[config.mk]
export PLATFORM = sky130hd
export DESIGN_NAME = phase_monitor
export DESIGN_NICKNAME = d
export VERILOG_FILES = /design/src/rtl/phase_pkg.sv /design/src/rtl/phase_stall_timer.sv /design/src/rtl/phase_monitor.sv
export SDC_FILE = /design/constraint.sdc
export NUM_CORES = 1
export LEC_CHECK = 0
export CAP_MARGIN = 20
export CORE_MARGIN = 5
export CORE_UTILIZATION = 50
export CTS_CLUSTER_SIZE = 25
export DETAILED_ROUTE_END_ITERATION = 8
export PLACE_DENSITY = 0.77
export SETUP_SLACK_MARGIN = 0.1
export SLEW_MARGIN = 0
export SYNTH_ARGS = -nofsm -noshare
export SYNTH_HDL_FRONTEND = slang
export SYNTH_SLANG_ARGS = --single-unit
[constraint.sdc]
create_clock -name CLK -period 2.82 [get_ports CLK]
set_input_delay 0.423 -clock CLK [delete_from_list [all_inputs] [get_ports CLK]]
set_output_delay 0.423 -clock CLK [all_outputs]
set_load 0.05 [all_outputs]
[src/rtl/phase_pkg.sv]
// Shared phase encoding, monitor states and helpers for the PHASE stream checker.
package phase_pkg;

  typedef enum logic [1:0] {
    FETCH  = 2'b00,
    DECODE = 2'b01,
    EXEC   = 2'b10,
    UPDATE = 2'b11
  } STATES;

  typedef enum logic [1:0] {
    SYNC  = 2'b00,
    TRACK = 2'b01,
    ERROR = 2'b10
  } MON_STATES;

  // Wide enough for the largest allowed stall limit (255).
  localparam int STALL_W = 8;

  typedef struct packed {
    STATES exp;
    STATES got;
  } err_cap_t;

  // Phaser advances one phase per enabled cycle and wraps UPDATE -> FETCH.
  function automatic STATES next_phase(STATES p, bit en);
    logic [1:0] n;
    n = p + {1'b0, en};
    return STATES'(n);
  endfunction

endpackage

[src/rtl/phase_stall_timer.sv]
// Saturating EN-low counter; stall is high once the count reaches LIMIT.
module phase_stall_timer
  import phase_pkg::*;
#(
  parameter int LIMIT = 8
) (
  input  logic gclk,
  input  logic grst_n,
  input  logic clr,
  input  logic inc,
  output logic stall
);

  localparam logic [STALL_W-1:0] LIM = STALL_W'(LIMIT);

  logic [STALL_W-1:0] cnt;

  always_ff @(posedge gclk or negedge grst_n) begin
    if (!grst_n)                cnt <= '0;
    else if (clr)               cnt <= '0;
    else if (inc && cnt != LIM) cnt <= cnt + STALL_W'(1);
  end

  assign stall = (cnt == LIM);

endmodule

[src/rtl/phase_monitor.sv]
// Passive checker for the phaser PHASE/EN stream: strobes, cycle count, error/stall flags.
// Optional: define PHASE_MON_AUTOSYNC_EN to let ERROR resync on its own at the next FETCH.
module phase_monitor
  import phase_pkg::*;
#(
  parameter int CNT_W       = 16,
  parameter int STALL_LIMIT = 8
) (
  input  logic             CLK,
  input  logic             RST,
  input  logic             EN,
  input  logic [1:0]       PHASE,
  input  logic             ERR_CLR,
  output logic             FETCH_STB,
  output logic             DECODE_STB,
  output logic             EXEC_STB,
  output logic             UPDATE_STB,
  output logic             CYCLE_DONE,
  output logic [CNT_W-1:0] CYCLE_CNT,
  output logic             SEQ_ERR,
  output logic [1:0]       ERR_EXP,
  output logic [1:0]       ERR_GOT,
  output logic             STALL,
  output logic             SYNCED
);

  MON_STATES        state, next_state;
  STATES            phase, prev_phase, expected;
  logic             prev_en;
  logic [3:0]       stb;
  logic             cycle_done;
  logic [CNT_W-1:0] cycle_cnt;
  logic             seq_err;
  err_cap_t         err_cap;
  logic             mismatch, wrap;
  logic             stall_clr, stall;

  assign phase    = STATES'(PHASE);
  assign expected = next_phase(prev_phase, prev_en);
  assign mismatch = (state == TRACK) && (phase != expected);
  // A legal UPDATE->FETCH can only happen with prev_en high, so no extra EN term.
  assign wrap     = (state == TRACK) && !mismatch && !ERR_CLR &&
                    (prev_phase == UPDATE) && (phase == FETCH);

  always_ff @(posedge CLK or negedge RST) begin
    if (!RST) state <= SYNC;
    else      state <= next_state;
  end

  always_comb begin
    next_state = state;
    case (state)
      SYNC:  if (phase == FETCH) next_state = TRACK;
      TRACK: if (mismatch)       next_state = ERROR;
      ERROR: begin
`ifdef PHASE_MON_AUTOSYNC_EN
        if (phase == FETCH) next_state = TRACK;
`endif
      end
      default: next_state = SYNC;
    endcase
    if (ERR_CLR) next_state = SYNC;
  end

  always_ff @(posedge CLK or negedge RST) begin
    if (!RST) begin
      prev_phase <= FETCH;
      prev_en    <= 1'b0;
      stb        <= '0;
    end else begin
      prev_phase <= phase;
      prev_en    <= EN;
      stb        <= 4'b0001 << PHASE;
    end
  end

  always_ff @(posedge CLK or negedge RST) begin
    if (!RST) begin
      cycle_done <= 1'b0;
      cycle_cnt  <= '0;
    end else begin
      cycle_done <= wrap;
      if (wrap) cycle_cnt <= cycle_cnt + CNT_W'(1);
    end
  end

  // First error wins: capture only while the sticky flag is still clear.
  always_ff @(posedge CLK or negedge RST) begin
    if (!RST) begin
      seq_err <= 1'b0;
      err_cap <= '{exp: FETCH, got: FETCH};
    end else if (ERR_CLR) begin
      seq_err <= 1'b0;
      err_cap <= '{exp: FETCH, got: FETCH};
    end else if (mismatch) begin
      seq_err <= 1'b1;
      if (!seq_err) err_cap <= '{exp: expected, got: phase};
    end
  end

  assign stall_clr = ERR_CLR || (state != TRACK) || EN;

  phase_stall_timer #(
    .LIMIT (STALL_LIMIT)
  ) u_stall (
    .gclk   (CLK),
    .grst_n (RST),
    .clr    (stall_clr),
    .inc    (!EN),
    .stall  (stall)
  );

  assign FETCH_STB  = stb[0];
  assign DECODE_STB = stb[1];
  assign EXEC_STB   = stb[2];
  assign UPDATE_STB = stb[3];
  assign CYCLE_DONE = cycle_done;
  assign CYCLE_CNT  = cycle_cnt;
  assign SEQ_ERR    = seq_err;
  assign ERR_EXP    = err_cap.exp;
  assign ERR_GOT    = err_cap.got;
  assign STALL      = stall;
  assign SYNCED     = (state == TRACK);

endmodule

---- Word level (Yosys, flattened, before mapping) ----
Cells that the tools add are included.
storage, ports and cells
  bits in registers ....................... 39
  bits of input ports ..................... 6
  output and inout port bits .............. 28
  logic and storage cells ................. 53
cells by class
  add/subtract/negate cells ............... 3
  eq/ne operators ......................... 11
  shift-type cells ........................ 1
  muxes and demuxes ....................... 11
  reductions and logical operators ........ 17
operators with widths
  operator                                                                 count
  16-bit by 1-bit adder with 16-bit output, second input constant          1
  8-bit two-way mux                                                        2
  4-bit two-way mux                                                        3
  8-bit by 1-bit adder with 8-bit output, second input constant            1
  8-bit by 4-bit == test with 1-bit output, second input constant          1
  8-bit by 4-bit inequality test with 1-bit output, second input constant  1
  1-bit logical AND                                                        6
  2-bit two-way mux                                                        3
  2-bit case mux with 3 select lines                                       1
  2-bit == test, second input constant                                     2
  2-bit zero test                                                          2
  2-bit inequality test, second input constant                             2
  2-bit nonzero test                                                       2
  1-bit by 2-bit left shift with 4-bit output, first input constant        1
  1-bit zero test                                                          3
  3-bit by 2-bit inequality test with 1-bit output, second input constant  1
  3-bit inequality test, second input constant                             1
  3-bit AND reduction                                                      1
  2-bit by 1-bit adder with 2-bit output                                   1
  2-bit by 1-bit == test with 1-bit output, second input constant          1
  1-bit logical OR                                                         2
  1-bit two-way mux                                                        2
  2-bit by 1-bit inequality test with 1-bit output, second input constant  1
  2-bit inequality test                                                    1
  2-bit AND reduction                                                      1

---- Depth between registers and ports, before layout ----
  depth in word-level cells ............... 8
  depth in mapped cells ................... 6
  depth with buffers taken out ............ 6

---- Cells and area by module ----
From an unflattened synthesis, not the netlist that was laid out.
unflattened totals
  cells, all modules ...................... 161
  area total of the unflattened synthesis .. 1819.2 um2
by module, submodules not included
  module             instances  cells each  area each (um2)  sequential area each (um2)
  phase_monitor      1          114         1365.1           775.7
  phase_stall_timer  1          47          454.2            200.2

---- Worst setup path before layout ----
OpenSTA, ideal clock, no wires.
  path type ............................... reg2reg
  start point ............................. register u_stall.cnt[0]
  end point ............................... register u_stall.cnt[1]
  setup time .............................. 130 ps
  arrival ................................. 2088 ps
  slack ................................... 602 ps
  stages on the path, launching flop included .. 7
  path buffers ............................ 0
  period minus slack after synthesis ...... 2218 ps
  cells stage by stage .................... dfrtp_1 > inv_1 > ha_1 > or4b_4 > nor4b_4 > mux2i_1 > nor2_1
on the way
  longest elaborated chain between the ends .. 3
RTL lines
  what                                                                                                               RTL line                 RTL
  from (decl)                                                                                                        phase_stall_timer.sv:16  logic [STALL_W-1:0] cnt;
  from (signal assigned)                                                                                             phase_stall_timer.sv:21  else if (inc && cnt != LIM) cnt <= cnt + STALL_W'(1);
  8-bit by 1-bit adder with 8-bit output / 8-bit by 4-bit inequality test with 1-bit output (equally long branches)  phase_stall_timer.sv:21
  8-bit two-way mux / 1-bit logical AND (equally long branches)                                                      phase_stall_timer.sv:21
  8-bit two-way mux / 2-bit nonzero test (equally long branches)                                                     --
Several ways; a longest one is shown, not always the timed one. The select of a mux whose other input is x is not followed.
A chain may end at the register's enable or synchronous reset.

---- Final worst setup path ----
  start point ............................. register u_stall.cnt[0]
  end point ............................... output port STALL
on the way
  longest elaborated chain between the ends .. 1
RTL lines
  what                                      RTL line                 RTL
  8-bit by 4-bit == test with 1-bit output  phase_stall_timer.sv:24  assign stall = (cnt == LIM);
  to (decl)                                 phase_monitor.sv:23      output logic STALL,
Every way passes these cells.

==> results_dict.tcl <==
set metrics [dict create \
    peakVddDrop_uv 252.6 \
    fp.dieW_um 69.13 \
    worstSetupPathType "reg -> out" \
    routabilityCongestion 0.8753 \
    grt_max_degree 40 \
    routed_wl_um 3365 \
    cts_tree "built" \
    p_comb_share_pct 10.6 \
    synth_xor_xnor_area_share_pct 12.88 \
    cts_sinks 39 \
    syn_area_um2 1748 \
    drc 0 \
    synth_fa_ha_area_share_pct 2.863 \
    cp-start-kind "flip-flop" \
    max_cap_viol_count 0 \
    crit_fanout 5 \
    synth_cells 150 \
    max-slew-margin-rel_pct 44.27 \
    synth-compound-area-share_pct 2.147 \
    leakage_nw 1.005 \
    start_util_pct 51.97 \
    crit_required_ns 2.40 \
    dr.pass1.iters 4 \
    max_freq_ghz 0.3940 \
    syn_nets 160 \
    cp.arrival_ns 2.12 \
    synth_top_family_by_area "simple AND/OR/NAND/NOR gates" \
    worst_slack_ns 0.2818 \
    status "complete, no violations" \
    fillers 288 \
    synthSimpleGateAreaFrac_pct 20.83 \
    nNetsFinal 197 \
    area_growth_pct 24.19 \
    clk_pin_slew_ns 0.11 \
    critPathCaptureType "output pin" \
    layout-drive-gt1-share_pct 8.065 \
    postCtsResizedCells 0 \
    rsz0062_at_grt "no" \
    initialDrtViolationCount 44 \
    coreArea_um2 3363 \
    ios 34 \
    root_buffer "clkbuf_4" \
    synth.ff_latch_count 39 \
    fin_crit_ns 2.538 \
    cts_buffers 5 \
    grt_antenna_before_repair 0 \
    synth_cell_types 32 \
    timing.hold.ws_ns 0.1788 \
    viasPerCell 5.237 \
    finalHoldViolCount 0 \
    min_period_over_period_pct 90.01 \
    hpwl_um 2506 \
    die_y_um 69.13 \
    place_inst 226 \
    power_density_nw_per_um2 428.0 \
    setup_viol 0 \
    skew_ns 0.01063 \
    vias 1215 \
    clk-insertion-delay-late_ns 0.34 \
    yosys-mux-area-fraction_pct 3.508 \
    cts.path.max_buffers 2 \
    power_frac_seq_pct 62.1 \
    gr-total-overflow 0 \
    drv_slew 0 \
    clkPwrFrac_pct 27.3 \
    grt_pass1_vias 1264 \
    die-area_um2 4778 \
    seq_area_frac_synth_pct 55.83 \
    drtAntennaViolNets 0 \
    post_cts_buffers 0 \
    grt_pass1_wl_um 6147 \
    port_buffers 33 \
    internal_power_w 0.0006928 \
    track_usage_pct 16.02 \
    wl_per_cell_um 14.50 \
    diodes 0 \
    tightestPinTransition_ns 0.8360 \
    rows 21 \
    place_ws_ns 0.5486 \
    power.switching_w 0.0002363 \
    syn_area_per_cell_um2 11.65 \
    finalSetupTns_ns 0 \
    ctsHoldBuffers 0 \
    instances_no_fill 232 \
    hold_class "in -> async" \
    ys.warnings.count 0 \
    htree_levels 2 \
    switching_share_pct 25.43 \
]
## worst paths after layout
path / cells after the start / to / startpoint / slack (ns)
worst min register to register: 1 / CYCLE_CNT[15]$_DFFE_PN0P_ / CYCLE_CNT[15]$_DFFE_PN0P_ / 0.47
worst max-delay path: 5 / STALL / u_stall.cnt[0]$_DFFE_PN0P_ / 0.28
min in group CLK: 1 / CYCLE_CNT[15]$_DFFE_PN0P_ / CYCLE_CNT[15]$_DFFE_PN0P_ / 0.47
max in group asynchronous: 1 / state[1]$_DFFE_PN0P_ / RST / 2.11
worst max register to register: 6 / u_stall.cnt[1]$_DFFE_PN0P_ / u_stall.cnt[0]$_DFFE_PN0P_ / 0.83
worst min-delay path: 1 / CYCLE_CNT[9]$_DFFE_PN0P_ / RST / 0.18
## cell usage in the layout (no fill, tap or decap), types with 3 or more instances in the layout
| cell | count |
|---|---|
| dfrtp_1 | 39 |
| nand2_1 | 4 |
| ha_1 | 4 |
| nand4_1 | 5 |
| a21oi_1 | 4 |
| mux2i_1 | 5 |
| xnor2_1 | 7 |
| nor3_1 | 7 |
| nand3_1 | 11 |
| clkbuf_4 | 5 |
| inv_1 | 6 |
| xor2_1 | 16 |
| clkdlybuf4s50_1 | 31 |
| nor2b_1 | 3 |
| nor2_1 | 15 |
## metrics by stage
| stage | area, um^2 | util, % | power, W |
|---|---|---|---|
| floorplan | 1748 | - | 0.0006455 |
| finish | 2171 | 64.55 | 0.0009290 |
| detailed placement | 2130 | 63.32 | 0.0006872 |
| global route | 2171 | 64.55 | 0.0009756 |
| global placement | 2130 | 63.32 | 0.0006845 |
| CTS | 2171 | 64.55 | 0.0009386 |
## worst max-delay path: stages (launching register included)
cell and delay [ns]:
dfrtp_1 0.44, inv_1 0.11, ha_1 0.14, or4b_4 0.47
nor4b_4 0.42, buf_12 0.20
## sequential cells by signal, summed over array words and instances, names as in the netlist
signal       count
prev_phase       2
CYCLE_DONE       1
state            2
prev_en          1
u_stall.cnt      8
ERR_GOT          2
stb              4
CYCLE_CNT       16
SEQ_ERR          1
ERR_EXP          2
## kinds of logic after synthesis
logic type      after synthesis
compound gates                6
xor+xnor                     24
fa+ha+maj                     4
buf+inv                       9
flops                        39
mux                           6
simple gates                 62
## final cells by class
class                           instances  area (um^2)  area share (%)
Sequential cell                        39        975.9           44.96
Multi-Input combinational cell        102        738.2           34.01
Timing Repair Buffer                   33        335.3           15.45
Tap cell                               46        57.56           2.651
Clock buffer                            6        41.29           1.902
Inverter                                6        22.52           1.037
## routing by layer
metal / share of wire, % / global-route usage, % / vias up
met5: 0 / 0 / -
met4: 1.8 / 6.291 / 0
met3: 5.9 / 6.395 / 7
met2: 50 / 25.95 / 33
met1: 42 / 18.97 / 596
li1: - / - / 579
## power by group through the flow
stage | sequential, W | clock [W] | combinational (W)
global route | 0.000579 | 0.000290 | 0.000107
detailed placement | 0.000588 | 0 | 0.0000995
floorplan | 0.000610 | 0 | 0.0000353
CTS | 0.000577 | 0.000262 | 0.0000999
finish | 0.000577 | 0.000254 | 0.0000982
global placement | 0.000587 | 0 | 0.0000975
## Yosys cell counts
library cell / instances / area (um^2)
xnor2_1: 7 / 61.31
o21ai_0: 1 / 5.000
nor3b_2: 1 / 12.51
or4b_4: 1 / 13.76
nand4_1: 5 / 31.28
a21oi_1: 4 / 20.02
nor4_1: 1 / 6.260
nor2b_1: 3 / 18.77
or3b_2: 1 / 8.760
nor4b_4: 1 / 23.77
nor3_1: 7 / 35.03
xor2_1: 16 / 140.1
and3_2: 1 / 7.510
and4_1: 2 / 17.52
xor3_1: 1 / 23.77
mux2i_1: 5 / 50.05
and3_1: 2 / 12.51
nand2_1: 4 / 15.01
nand3_1: 11 / 55.05
or2b_1: 1 / 7.510
and4b_1: 1 / 10.01
nor2_2: 1 / 6.260
clkbuf_1: 3 / 11.26
mux2_2: 1 / 11.26
ha_1: 4 / 50.05
nor3b_1: 1 / 7.510
nand2b_1: 1 / 6.260
inv_1: 6 / 22.52
dfrtp_1: 39 / 975.9
o211ai_2: 1 / 12.51
nor2_1: 15 / 56.30
and2_1: 2 / 12.51
No activity file was read; power rests on OpenSTA's default activity.
